==> src/rtl/fetch_stage.sv <==
// rtl/fetch_stage.sv - IF stage and IF/ID register with PC, stall, flush and HLT freeze.
// Optional perf counters enabled by defining FETCH_PERF_CNT_EN.
module fetch_stage #(
  parameter int                 ADDR_W    = 16,
  parameter logic [ADDR_W-1:0]  RESET_PC  = '0,
  parameter logic [15:0]        NOP_INSTR = 16'h0000
) (
  input  logic              clk,
  input  logic              rst,
  input  logic              stall_sig,
  input  logic              branch_taken,
  input  logic [ADDR_W-1:0] branch_target,
  output logic [ADDR_W-1:0] imem_addr,
  input  logic [15:0]       imem_data,
  output logic [15:0]       fd_instr,
  output logic [ADDR_W-1:0] fd_pc_plus2,
  output logic              fd_valid,
`ifdef FETCH_PERF_CNT_EN
  output logic [31:0]       perf_fetch_cnt,
  output logic [31:0]       perf_stall_cnt,
  output logic [31:0]       perf_flush_cnt,
`endif
  output logic              halted
);

  typedef enum logic [1:0] {
    RUN       = 2'd0,
    HALT_WAIT = 2'd1,
    HALTED    = 2'd2
  } state_t;

  state_t            state_q, state_d;
  logic [ADDR_W-1:0] pc_q, pc_d;
  logic [15:0]       fd_instr_q, fd_instr_d;
  logic [ADDR_W-1:0] fd_pc_plus2_q, fd_pc_plus2_d;
  logic              fd_valid_q, fd_valid_d;
  logic [ADDR_W-1:0] pc_plus2;
  logic              fetch_load;
  logic              branch_acc;
  logic              stall_cnt_en;

  assign pc_plus2 = pc_q + ADDR_W'(2);

  always_comb begin
    state_d       = state_q;
    pc_d          = pc_q;
    fd_instr_d    = fd_instr_q;
    fd_pc_plus2_d = fd_pc_plus2_q;
    fd_valid_d    = fd_valid_q;
    fetch_load    = 1'b0;
    branch_acc    = 1'b0;
    stall_cnt_en  = stall_sig && (state_q != HALTED);
    case (state_q)
      RUN, HALT_WAIT: begin
        if (!stall_sig) begin
          if (branch_taken) begin
            // A redirect also cancels a HALT_WAIT entered from a wrong-path HLT.
            branch_acc    = 1'b1;
            pc_d          = branch_target;
            fd_instr_d    = NOP_INSTR;
            fd_pc_plus2_d = '0;
            fd_valid_d    = 1'b0;
            state_d       = RUN;
          end else if (state_q == RUN) begin
            fetch_load    = 1'b1;
            fd_instr_d    = imem_data;
            fd_pc_plus2_d = pc_plus2;
            fd_valid_d    = 1'b1;
            if (imem_data[15:12] == 4'b1111) begin
              state_d = HALT_WAIT;
            end else begin
              pc_d = pc_plus2;
            end
          end else begin
            fd_instr_d    = NOP_INSTR;
            fd_pc_plus2_d = '0;
            fd_valid_d    = 1'b0;
            state_d       = HALTED;
          end
        end
      end
      default: begin
        state_d = HALTED;
      end
    endcase
  end

  always_ff @(posedge clk) begin
    if (rst) begin
      state_q       <= RUN;
      pc_q          <= RESET_PC;
      fd_instr_q    <= NOP_INSTR;
      fd_pc_plus2_q <= '0;
      fd_valid_q    <= 1'b0;
    end else begin
      state_q       <= state_d;
      pc_q          <= pc_d;
      fd_instr_q    <= fd_instr_d;
      fd_pc_plus2_q <= fd_pc_plus2_d;
      fd_valid_q    <= fd_valid_d;
    end
  end

  assign imem_addr   = pc_q;
  assign fd_instr    = fd_instr_q;
  assign fd_pc_plus2 = fd_pc_plus2_q;
  assign fd_valid    = fd_valid_q;
  assign halted      = (state_q == HALTED);

`ifdef FETCH_PERF_CNT_EN
  logic [31:0] perf_fetch_cnt_q, perf_fetch_cnt_d;
  logic [31:0] perf_stall_cnt_q, perf_stall_cnt_d;
  logic [31:0] perf_flush_cnt_q, perf_flush_cnt_d;

  // Counters saturate rather than wrap.
  always_comb begin
    perf_fetch_cnt_d = perf_fetch_cnt_q;
    perf_stall_cnt_d = perf_stall_cnt_q;
    perf_flush_cnt_d = perf_flush_cnt_q;
    if (fetch_load && (perf_fetch_cnt_q != '1)) perf_fetch_cnt_d = perf_fetch_cnt_q + 32'd1;
    if (stall_cnt_en && (perf_stall_cnt_q != '1)) perf_stall_cnt_d = perf_stall_cnt_q + 32'd1;
    if (branch_acc && (perf_flush_cnt_q != '1)) perf_flush_cnt_d = perf_flush_cnt_q + 32'd1;
  end

  always_ff @(posedge clk) begin
    if (rst) begin
      perf_fetch_cnt_q <= '0;
      perf_stall_cnt_q <= '0;
      perf_flush_cnt_q <= '0;
    end else begin
      perf_fetch_cnt_q <= perf_fetch_cnt_d;
      perf_stall_cnt_q <= perf_stall_cnt_d;
      perf_flush_cnt_q <= perf_flush_cnt_d;
    end
  end

  assign perf_fetch_cnt = perf_fetch_cnt_q;
  assign perf_stall_cnt = perf_stall_cnt_q;
  assign perf_flush_cnt = perf_flush_cnt_q;
`else
  logic unused_perf;
  assign unused_perf = fetch_load ^ branch_acc ^ stall_cnt_en;
`endif

endmodule

==> config.mk <==
export PLATFORM = sky130hd
export DESIGN_NAME = fetch_stage
export DESIGN_NICKNAME = d
export VERILOG_FILES = /design/src/rtl/fetch_stage.sv
export SDC_FILE = /design/constraint.sdc
export NUM_CORES = 1
export LEC_CHECK = 0
export ABC_AREA = 1
export CORE_MARGIN = 2
export CORE_UTILIZATION = 40
export DETAILED_ROUTE_END_ITERATION = 7
export GPL_TIMING_DRIVEN = 0
export PLACE_DENSITY_LB_ADDON = 0.05
export SYNTH_ARGS = -nofsm -noshare
export SYNTH_HDL_FRONTEND = slang
export SYNTH_SLANG_ARGS = --single-unit
export TNS_END_PERCENT = 30
==> constraint.sdc <==
create_clock -name clk -period 1.3 [get_ports clk]
set_input_delay 0.13 -clock clk [delete_from_list [all_inputs] [get_ports clk]]
set_output_delay 0.13 -clock clk [all_outputs]
set_load 0.005 [all_outputs]
==> impl_metrics.tcl <==
set metrics [dict create \
    status "finished with violations" \
    violations "negative setup slack" \
    r2r_start "imem_addr[2]$_SDFFE_PP0P_" \
    drive_above_1_share 0.277 \
    synth.cell_area_mm2 0.00240 \
    rsz0062_at_grt "true" \
    nNetsFinal 466 \
    synth_xor_area_frac 0.0256 \
    yosys.area_share.simple 0.300 \
    cts_num_sinks 51 \
    finalSetupTns_ns -0.0322 \
    skew_ns 0.00735 \
    die_y_um 81.4 \
    die_area_mm2 0.00663 \
    ant_nets 0 \
    ys_types 34 \
    synth_most_common_cell "nand2_1" \
    fmax_mhz 760 \
    syn_area_per_cell_um2 7.38 \
    dp_slack_ns -0.363 \
    hold_ws_ns 0.126 \
    path_class "reg -> reg" \
    synth_flop_cell "dfxtp_1" \
    power.leakage_nw 1.83 \
    async_flop_share 0 \
    hp-class "in -> reg" \
    initial_utilization 0.410 \
    postCtsHoldBufs 0 \
    ir_drop_v 0.000526 \
    synth_compound_area_frac 0.173 \
    whs_path_depth 2 \
    rrSetupSlack_ns -0.02 \
    htree_levels 2 \
    synth.area.mux_share 0 \
    routedLengthMet1_um 3320 \
    worst_pin_slew_ns 0.593 \
    synthTopCellsByCount "106 x nand2_1, 51 x dfxtp_1, 43 x a21oi_1" \
    reg2reg_to "imem_addr[5]$_SDFFE_PP0P_" \
    critPathArrivalTime_ns 1.56 \
    dp_hpwl_um 4910 \
    seq_area_mm2 0.00110 \
    fill_cells 506 \
    routed-wl-met3_um 437 \
    clk_latency_ns 0.30 \
    port_buffers 84 \
    ys_top_cells_by_area "dfxtp_1 43%, nand2_1 17%, a21oi_1 9.0%" \
    wire_per_inst_um 14.4 \
    first_pass_iters 4 \
    place_congestion 0.847 \
    cts_tree "yes" \
    core_area_mm2 0.00585 \
    yosys_register_bits 51 \
    routed-via-count 2534 \
    grt_max_degree 16 \
    synth_top_family_by_area "simple AND/OR/NAND/NOR gates" \
    die_w_um 81.4 \
    io_pins 86 \
    clockRootBuffer "clkbuf_8" \
    num_antenna_cells 0 \
    area_delta_synth_final_pct 62.8 \
    relSlewSlack 0.604 \
    synth_fp_nets 362 \
    cts.path.max_buffers 2 \
    setup_viol 4 \
    grtUsageTotal 0.211 \
    cp-end-kind "register" \
    std_cell_rows 28 \
    drc 0 \
    antenna_found_initial 0 \
    min_period_ns 1.32 \
    period_share 1.01 \
    synth_top_area_frac 0.426 \
    final-max-slew-violation-count 0 \
    worstSetupStartpointType "register" \
    cp.required_ns 1.54 \
    grt_pass1_vias 2164 \
    min_to "fd_instr[10]$_SDFFE_PP0P_" \
    power_density_mw_per_mm2 866 \
    grt_pass1_wl_um 10600 \
    hold_violations 0 \
    ys_warn_count 0 \
    synthAdderAreaFrac 0.00522 \
    viasPerCell 5.03 \
    ys_seq_area_frac 0.426 \
    postPlaceCellArea_mm2 0.00333 \
    first_iter_violations 93 \
    synth_edf_count 0 \
    r2r_cells 5 \
    multiInputGateArea_mm2 0.00141 \
    numCtsBuffers 5 \
    syn_inst 325 \
    wl_met2_um 3430 \
    finalInstanceArea_mm2 0.00391 \
    finalWorstSetupSlack_ns -0.0152 \
    max_cap_viol_count 0 \
    worstPathMaxFanout 4 \
    overflow 0 \
    routed_wl_um 7260 \
    hold_start "rst" \
    clkTransAtPathRegs_ns 0.09 \
    topRoutingLayerUsed "met4" \
    yosys.area.top_type "dfxtp_1" \
]
## critical path: stages (launching register included)
cell	delay (ns)
dfxtp_4	0.40
ha_4	0.16
nand3_4	0.11
xnor2_1	0.37
a21oi_1	0.13
nor2_1	0.09
## state kept, by name, indices dropped and copies added, names as in the netlist
register     flops
state_q          2
fd_valid         1
imem_addr       16
fd_pc_plus2     16
fd_instr        16
## cells in the final DEF (no fill, tap or decap), drive strengths merged
master,count
xor2,3
a22oi,1
nand3,16
clkdlybuf4s50,47
ha,1
nand4,5
nand2,110
nand3b,1
a21boi,10
o21bai,1
nor2,24
buf,23
inv,14
or2,1
nor4,1
dfxtp,51
clkbuf,12
dlygate4sd2,18
o21ai,16
clkinv,3
a21oi,46
xnor2,4
dlymetal6s2s,19
nor3,2
## routing by layer
metal / up-vias / global-route usage
li1: 1275 / -
met1: 1186 / 0.299
met2: 68 / 0.326
met3: 5 / 0.0352
met4: 0 / 0.0678
met5: - / 0
## power breakdown
| part | total (mW) | internal (mW) | switching (mW) |
|---|---|---|---|
| combinational | 0.746 | 0.399 | 0.347 |
| sequential | 1.74 | 1.65 | 0.0981 |
| clock | 0.894 | 0.369 | 0.524 |
| total | 3.38 | 2.41 | 0.969 |
## logic make-up after synthesis
group           count (synthesis)
xor+xnor                        7
simple gates                  160
buf+inv                        32
fa+ha+maj                       1
compound gates                 74
flops                          51
## worst max-delay path by stage
| stage | startpoint | endpoint | cells after the start |
|---|---|---|---|
| 2_1_floorplan | imem_addr[1]$_SDFFE_PP0P_ | fd_pc_plus2[9]$_SDFFE_PP0P_ | 7 |
| 3_3_place_gp | branch_taken | fd_pc_plus2[3]$_SDFFE_PP0P_ | 8 |
| 3_5_place_dp | branch_taken | fd_pc_plus2[3]$_SDFFE_PP0P_ | 8 |
| 4_1_cts | imem_addr[8]$_SDFFE_PP0P_ | imem_addr[8] | 1 |
| 5_1_grt | imem_addr[1]$_SDFFE_PP0P_ | fd_pc_plus2[11]$_SDFFE_PP0P_ | 8 |
| 6_report | imem_addr[2]$_SDFFE_PP0P_ | imem_addr[5]$_SDFFE_PP0P_ | 5 |
## per-stage QoR
| step | power (mW) | utilization | instances |
|---|---|---|---|
| 6_report | 3.38 | 0.667 | 504 |
| 4_1_cts | 3.28 | 0.602 | 493 |
| 5_1_grt | 3.55 | 0.667 | 504 |
| 3_5_place_dp | 2.42 | 0.570 | 484 |
| 2_1_floorplan | 2.05 | - | 325 |
| 3_3_place_gp | 2.41 | 0.570 | 484 |
## final cells by class
class	count	share of cell area
multi-input cells	242	0.360
flip-flops and latches	51	0.281
repair buffers	97	0.261
plain buffers	17	0.0362
well taps	75	0.0240
clock buffers	5	0.0176
inverters	15	0.0163
clock inverters	2	0.00352
## repair_timing
item | 4_1_cts | 5_1_grt
gates cloned | 0 | 3
buffers inserted | 2 | 8
endpoints found under the setup margin | 43 | 74
pin swaps | 1 | 16
resized for setup | 63 | 85
No activity file was read; power rests on OpenSTA's default activity.
